$ cat src/rtl/button_pkg.sv
// Shared types and constants for the push-button conditioning chain.
package button_pkg;

    typedef enum logic [1:0] {
        S_LOW      = 2'd0,
        S_RISE_CHK = 2'd1,
        S_HIGH     = 2'd2,
        S_FALL_CHK = 2'd3
    } btn_state_t;

    localparam int              GLITCH_W   = 8;
    localparam logic [GLITCH_W-1:0] GLITCH_MAX = 8'hFF;

    function automatic logic is_chk_state(input btn_state_t s);
        return (s == S_RISE_CHK) || (s == S_FALL_CHK);
    endfunction

endpackage

$ cat src/rtl/button_sync.sv
// N-flop synchroniser for an asynchronous pad input, with a configurable
// reset level so the chain idles at the pad's inactive value.
module button_sync #(
    parameter int   STAGES  = 2,
    parameter logic RST_VAL = 1'b0
) (
    input  logic clk,
    input  logic rstN,
    input  logic d,
    output logic q
);

    if (STAGES < 2) begin : g_bad_stages
        $error("button_sync: STAGES must be at least 2 (got %0d)", STAGES);
    end

    logic [STAGES-1:0] sync_sr;

    always_ff @(posedge clk or negedge rstN) begin
        if (!rstN) begin
            sync_sr <= {STAGES{RST_VAL}};
        end else begin
            sync_sr <= {sync_sr[STAGES-2:0], d};
        end
    end

    assign q = sync_sr[STAGES-1];

endmodule

$ cat src/rtl/button_debounce.sv
// Push-button debouncer: synchronise, qualify a new level for STABLE_CYCLES
// samples, count rejected bounces. Option: BUTTON_DEBOUNCE_ACTIVE_LOW_EN.
module button_debounce
    import button_pkg::*;
#(
    parameter int SYNC_STAGES   = 2,
    parameter int STABLE_CYCLES = 500000
) (
    input  logic                clk,
    input  logic                rstN,
    input  logic                button_raw,
    output logic                button_clean,
    output logic                busy,
    output logic [GLITCH_W-1:0] glitch_cnt
);

    if (SYNC_STAGES < 2 || SYNC_STAGES > 4) begin : g_bad_sync
        $error("button_debounce: SYNC_STAGES must be 2..4 (got %0d)", SYNC_STAGES);
    end
    if (STABLE_CYCLES < 1) begin : g_bad_stable
        $error("button_debounce: STABLE_CYCLES must be >= 1 (got %0d)", STABLE_CYCLES);
    end

    localparam int               CNT_W    = $clog2(STABLE_CYCLES + 1);
    localparam logic [CNT_W-1:0] CNT_LAST = CNT_W'(STABLE_CYCLES - 1);

`ifdef BUTTON_DEBOUNCE_ACTIVE_LOW_EN
    localparam logic RAW_IDLE = 1'b1;
`else
    localparam logic RAW_IDLE = 1'b0;
`endif

    logic sync_out;
    logic sync_q;

    button_sync #(
        .STAGES  (SYNC_STAGES),
        .RST_VAL (RAW_IDLE)
    ) u_sync (
        .clk  (clk),
        .rstN (rstN),
        .d    (button_raw),
        .q    (sync_out)
    );

`ifdef BUTTON_DEBOUNCE_ACTIVE_LOW_EN
    assign sync_q = ~sync_out;
`else
    assign sync_q = sync_out;
`endif

    btn_state_t       state, state_d;
    logic [CNT_W-1:0] cnt, cnt_d;
    logic             clean_d;
    logic             glitch_inc;

    always_comb begin
        state_d    = state;
        cnt_d      = cnt;
        clean_d    = button_clean;
        glitch_inc = 1'b0;
        case (state)
            S_LOW: begin
                if (sync_q) begin
                    state_d = S_RISE_CHK;
                    cnt_d   = '0;
                end
            end
            S_RISE_CHK: begin
                if (!sync_q) begin
                    state_d    = S_LOW;
                    glitch_inc = 1'b1;
                end else if (cnt == CNT_LAST) begin
                    state_d = S_HIGH;
                    clean_d = 1'b1;
                end else begin
                    cnt_d = cnt + CNT_W'(1);
                end
            end
            S_HIGH: begin
                if (!sync_q) begin
                    state_d = S_FALL_CHK;
                    cnt_d   = '0;
                end
            end
            S_FALL_CHK: begin
                if (sync_q) begin
                    state_d    = S_HIGH;
                    glitch_inc = 1'b1;
                end else if (cnt == CNT_LAST) begin
                    state_d = S_LOW;
                    clean_d = 1'b0;
                end else begin
                    cnt_d = cnt + CNT_W'(1);
                end
            end
            default: begin
                state_d = S_LOW;
            end
        endcase
    end

    // busy is taken from the next state so it tracks the state register exactly
    always_ff @(posedge clk or negedge rstN) begin
        if (!rstN) begin
            state        <= S_LOW;
            cnt          <= '0;
            button_clean <= 1'b0;
            busy         <= 1'b0;
            glitch_cnt   <= '0;
        end else begin
            state        <= state_d;
            cnt          <= cnt_d;
            button_clean <= clean_d;
            busy         <= is_chk_state(state_d);
            if (glitch_inc && glitch_cnt != GLITCH_MAX) begin
                glitch_cnt <= glitch_cnt + GLITCH_W'(1);
            end
        end
    end

endmodule
$ cat config.mk
export PLATFORM = sky130hd
export DESIGN_NAME = button_debounce
export DESIGN_NICKNAME = d
export VERILOG_FILES = /design/src/rtl/button_pkg.sv /design/src/rtl/button_sync.sv /design/src/rtl/button_debounce.sv
export SDC_FILE = /design/constraint.sdc
export NUM_CORES = 1
export LEC_CHECK = 0
export BUFFER_PORTS_ARGS = -buffer_cell sky130_fd_sc_hd__clkbuf_2
export CAP_MARGIN = 10
export CORE_ASPECT_RATIO = 0.75
export CORE_MARGIN = 5
export CORE_UTILIZATION = 39
export CTS_CLUSTER_DIAMETER = 150
export DETAILED_ROUTE_END_ITERATION = 7
export SLEW_MARGIN = 10
export SYNTH_ARGS = -nofsm -noshare
export SYNTH_HDL_FRONTEND = slang
export SYNTH_SLANG_ARGS = --single-unit
export TNS_END_PERCENT = 10
$ cat constraint.sdc
create_clock -name clk -period 2.3 [get_ports clk]
set_input_delay 0.115 -clock clk [delete_from_list [all_inputs] [get_ports clk]]
set_output_delay 0.115 -clock clk [all_outputs]
set_load 0.01 [all_outputs]
* After elaboration in Yosys (flattened, before gate mapping)
Index checks and enable logic that the tools add are counted.
** Storage, ports and cells
- Word-level logic and storage cells :: 48
- Input port bits :: 3
- Bits in writable memories :: 0
- Register bits :: 33
- Memories kept :: 0
- Bits in latches :: 0
- ROM bits :: 0
** Cells by class
- Shifts and indexed selects :: 0
- Equal/unequal tests :: 13
- Add/sub/neg operators :: 2
- Divide/modulo/power cells :: 0
- Muxes and demuxes :: 21
- Multiply operators :: 0
- Bitwise operators :: 0
- Reductions and logical operators :: 6
- $lt $le $gt $ge :: 0
** Operators with widths (number)
- 2-to-1 mux 19 bit :: 5
- case mux 19 bit (4 select lines) :: 1
- adder 19 x 1 -> 19 bit (second input constant) :: 1
- equality test 19 bit (second input constant) :: 1
- 2-to-1 mux 2 bit :: 6
- adder 8 x 1 -> 8 bit (second input constant) :: 1
- != test 2 bit (second input constant) :: 4
- != test 8 bit (second input constant) :: 1
- case mux 2 bit (4 select lines) :: 1
- equality test 2 bit (second input constant) :: 3
- 2-to-1 mux 1 bit :: 6
- AND reduction 5 bit :: 1
- equality test 2 x 1 -> 1 bit (second input constant) :: 2
- != test 2 x 1 -> 1 bit (second input constant) :: 2
- case mux 1 bit (2 select lines) :: 2
- AND reduction 4 bit :: 1
- zero test 2 bit :: 1
- nonzero test 2 bit :: 1
- logical AND 1 bit :: 1
- logical OR 1 bit :: 1

* Longest topological paths before layout
- Word-level depth :: 6
- Depth in mapped cells :: 6

* Cells and area by module
From an unflattened synthesis, not the netlist that was laid out.
** Second synthesis, totals
- Cell total of the unflattened synthesis :: 182
- Area, all modules :: 1796.7 um2
** By module, submodules not included
- button_debounce :: times used 1, seq. area each 775.7 um2, cells an instance 180, area an instance 1746.7 um2
- button_sync :: times used 1, seq. area each 50.0 um2, cells an instance 2, area an instance 50.0 um2

* Worst setup path before layout
Ideal clock, no wire load.
- Path type :: register to register
- Start point :: reg cnt[0]
- End point :: reg cnt[14]
- Data required time :: 2.176 ns
- Setup slack :: 0.418 ns
- Path buffers :: 0
- Arrival time :: 1.758 ns
- Library setup time :: 0.124 ns
- Period minus slack after synthesis :: 1.882 ns
- Stages on the path, launching flop included :: 6
- Cell sequence :: dfrtp_1 -> ha_1 -> nand4_4 -> or4_4 -> and3_1 -> a211o_1
** Between the ends
- Word-level cells in the longest chain between the ends :: 4
** RTL lines
- from (decl) :: RTL line button_debounce.sv:53 : logic [CNT_W-1:0] cnt, cnt_d;
- from (signal assigned) :: RTL line button_debounce.sv:113 : cnt <= cnt_d;
- adder 19 x 1 -> 19 bit or equality test 19 bit (tied branches)
- 2-to-1 mux 19 bit * :: RTL line button_debounce.sv:73, button_debounce.sv:90
- 2-to-1 mux 19 bit (on tied branches) :: RTL line button_debounce.sv:87, button_debounce.sv:70
- case mux 19 bit (4 select lines) * :: RTL line button_debounce.sv:62 : case (state)
Every way passes the cells marked *; elsewhere a longest branch is shown, timed or not. The select of a mux whose other input is x is not followed.
A chain may end at the register's enable or synchronous reset.

* Final worst setup path
- Start point :: reg cnt[0]
- End point :: reg cnt[16]
Same word-level chain as after synthesis.

==> implementation parameters <==
Parameter                              Value

Floorplanning
  Horizontal extent of the die    88.8 µm
  Die Ht    69.1 µm
  Core area    0.00449 mm²
  Starting density of the core    0.404
  Io pins    13
  Site Rows    21
  Full die area    0.00613 mm²

Clocking
  Latest clock arrival within the worst-skew pair    290 ps
  Post-CTS repair timing setup buffer count    0
  Depth of the CTS H-tree    2
  Post_cts resized    0
  Root cell of the clock tree    clkbuf_8
  Clock-pin slew reported for the worst setup and hold paths after clock tree synthesis    70 ps
  TritonCTS clock tree    built
  Largest buffer count on any clock path    2
  Number of buffers created by CTS    5
  Clock sink count    33

Placed design
  Final HPWL DP    2900 µm
  RD Place Congestion    0.841
  Port-buffer cells    12

Final layout
  Final nets    194
  Post-layout utilization of the core    0.456
  Number of inserted diodes    0
  Fraction of final layout cells with drive strength greater than 1    0.189
  Area delta synth->final    12.9%

Timing
  Setup repair after global routing missed its margin    false
  Final hold vios    0
  Final worst hold slack    367 ps
  Setup_tns    0 ps
  Fin crit period    2160 ps
  Period utilization    0.939
  Final Max Tran Viols    0
  Relative max-transition margin    0.457
  Least-Margin Pin Slew    814 ps
  Clock skew    5.35 ps
  Final setup violation count    0
  FMAX    463 MHz

Pwr
  Static leakage power    0.929 nW
  Max VDD drop    0.490 mV
  Post-route total power    1.68 mW
  Power per Cell Area    822 mW/mm²

Setup path
  Critical-path cell with the highest stage delay    nor4_1
  Cell type group with the largest total delay on the critical path    simple AND/OR/NAND/NOR gates
  Worst Path Class, Setup    flip-flop to flip-flop
  Worst setup SP type    flip-flop
  Largest stage delay on the critical path    650 ps
  Endpoint type of the worst setup path    flip-flop
  Critical path buffer and inverter count    0
  Req. time, crit path    2480 ps
  Peak fanout along the critical path    10
  Arrival time at the worst endpoint    2330 ps
  Cell chain of the critical path    ha_1 > nand3_2 > nor4_1 > nor2_1 > a211o_1

Run
  Maximum capacitance violations    0

Synthesis
  Fraction of the yosys area taken by sequential cells    0.455
  Largest cells by area after synthesis    dfrtp_1 (46%), xor2_1 (3.4%), mux2i_1 (2.8%)
  Post-Synthesis Net Count    179
  Share of async-settable or async-resettable flops after synthesis    1.00
  Cell area after synthesis    0.00181 mm²
  Leading post-synthesis cells by instance count    dfrtp_1 (33), nand2_1 (13), nor2_1 (9)
  Number of standard cells after synthesis    174
  Count of flip-flops with a built-in enable after synthesis    0
  Count of synthesis-stage warnings from yosys    0
  Unique cell type count in the Yosys netlist    45
  Portion of synthesized cell area occupied by the leading cell type    0.455
  Largest area contributor in the netlist    dfrtp_1
  Count leader, synth    dfrtp_1
  Prevailing post-synth register cell    dfrtp_1
  Number of flip-flops and latches in the synthesized netlist    33
  Syn avg cell area    10.4 µm²

Route
  Number of nets still failing antenna checks after routing    0
  Vias post-DR    1467
  First drt pass iteration count    4
  Wirelength per Cell    17.4 µm
  Drt drc    0
  Per-cell via count in the routed design    5.94
  Detailed router's first-iteration violation count    83
  Wire length after detailed routing    4290 µm

Global routing
  Overall fraction of global-route tracks in use    0.157
  Grt ovf    0
  Number of antenna violations at the first check in global routing    0
  Pin count of the biggest net entering global routing    34
  First-pass GRT wire length    7460 µm
  Via count of the first global-routing pass    1451

Worst hold path
  Path class of the lowest-slack min-delay path    flip-flop to flip-flop

Status
  Outcome    finished, final reports clean
## where the power goes
part | internal (mW) | switching (mW) | leakage, nW | total, mW
Clock | 0.430 | 0.224 | 0.0681 | 0.654
Sequential | 0.652 | 0.121 | 0.439 | 0.772
Combinational | 0.114 | 0.143 | 0.422 | 0.257
Total | 1.20 | 0.488 | 0.929 | 1.68
## cell usage in the layout (no fill, tap or decap), types with 5 or more instances in the layout
cell type / n
nand3_1: 8
a31oi_1: 6
nand4_1: 6
nor2_1: 9
nor4_1: 6
inv_1: 8
mux2i_1: 5
xor2_1: 7
o2bb2ai_1: 5
nand2_1: 13
dfrtp_1: 33
clkbuf_8: 5
clkbuf_2: 12
nor3_1: 8
o41ai_1: 5
## metrics by stage
step | worst slack, ps | instance area, µm² | instances
after floorplan | 418 | 1810 | 174
after global placement | 367 | 1890 | 237
after detailed placement | 196 | 1890 | 237
after CTS | 170 | 2050 | 247
after global routing | 25.2 | 2050 | 247
final | 140 | 2050 | 247
## logic make-up (layout without fill, tap and decap cells)
| kind of cell | count (synthesis) | in the layout | synth area share |
|---|---|---|---|
| simple gates | 71 | 71 | 0.235 |
| compound gates | 33 | 33 | 0.145 |
| flops | 33 | 33 | 0.455 |
| buf+inv | 18 | 34 | 0.0614 |
| xor+xnor | 9 | 9 | 0.0435 |
| mux | 8 | 8 | 0.0462 |
| fa+ha+maj | 2 | 2 | 0.0138 |
## worst paths after layout
check / startpoint / to / slack [ps] / cells past startpoint
min: u_sync.sync_sr[0] / u_sync.sync_sr[1] / 370 / 0
max: cnt[0] / cnt[16] / 140 / 5
min reg2reg: u_sync.sync_sr[0] / u_sync.sync_sr[1] / 370 / 0
max reg2reg: cnt[0] / cnt[16] / 140 / 5
max in group asynchronous: rstN / cnt[1] / 1340 / 2
min in group asynchronous: rstN / cnt[15] / 440 / 2
## flip-flops by register name, summed over array words and instances (netlist names)
register,flops
cnt,19
busy,1
u_sync.sync_sr,2
state,2
glitch_cnt,8
button_clean,1
## layer usage
metal  GRT usage  wire [µm]  vias to the layer above
met1       0.219       2090                      739
met4      0.0772         91                        0
met3      0.0429        146                        8
met5           0          0                        -
met2       0.219       1970                       29
li1            -          -                      691
## timing repair
item | in CTS | in global routing
endpoints found under the setup margin | 0 | 0
hold buffers | 2 | 0
endpoints found under the hold margin | 34 | 0
## final cells by class
type                            instances  area [µm²]
Clock buffer                            5        68.8
Clock inverter                          3        65.1
Fill cell                             424        2440
Inverter                                8        30.0
Multi-Input combinational cell        123         877
Sequential cell                        33         826
Tap cell                               57        71.3
Timing Repair Buffer                   18         110
Note: power is estimated with default switching activity, not from simulation.
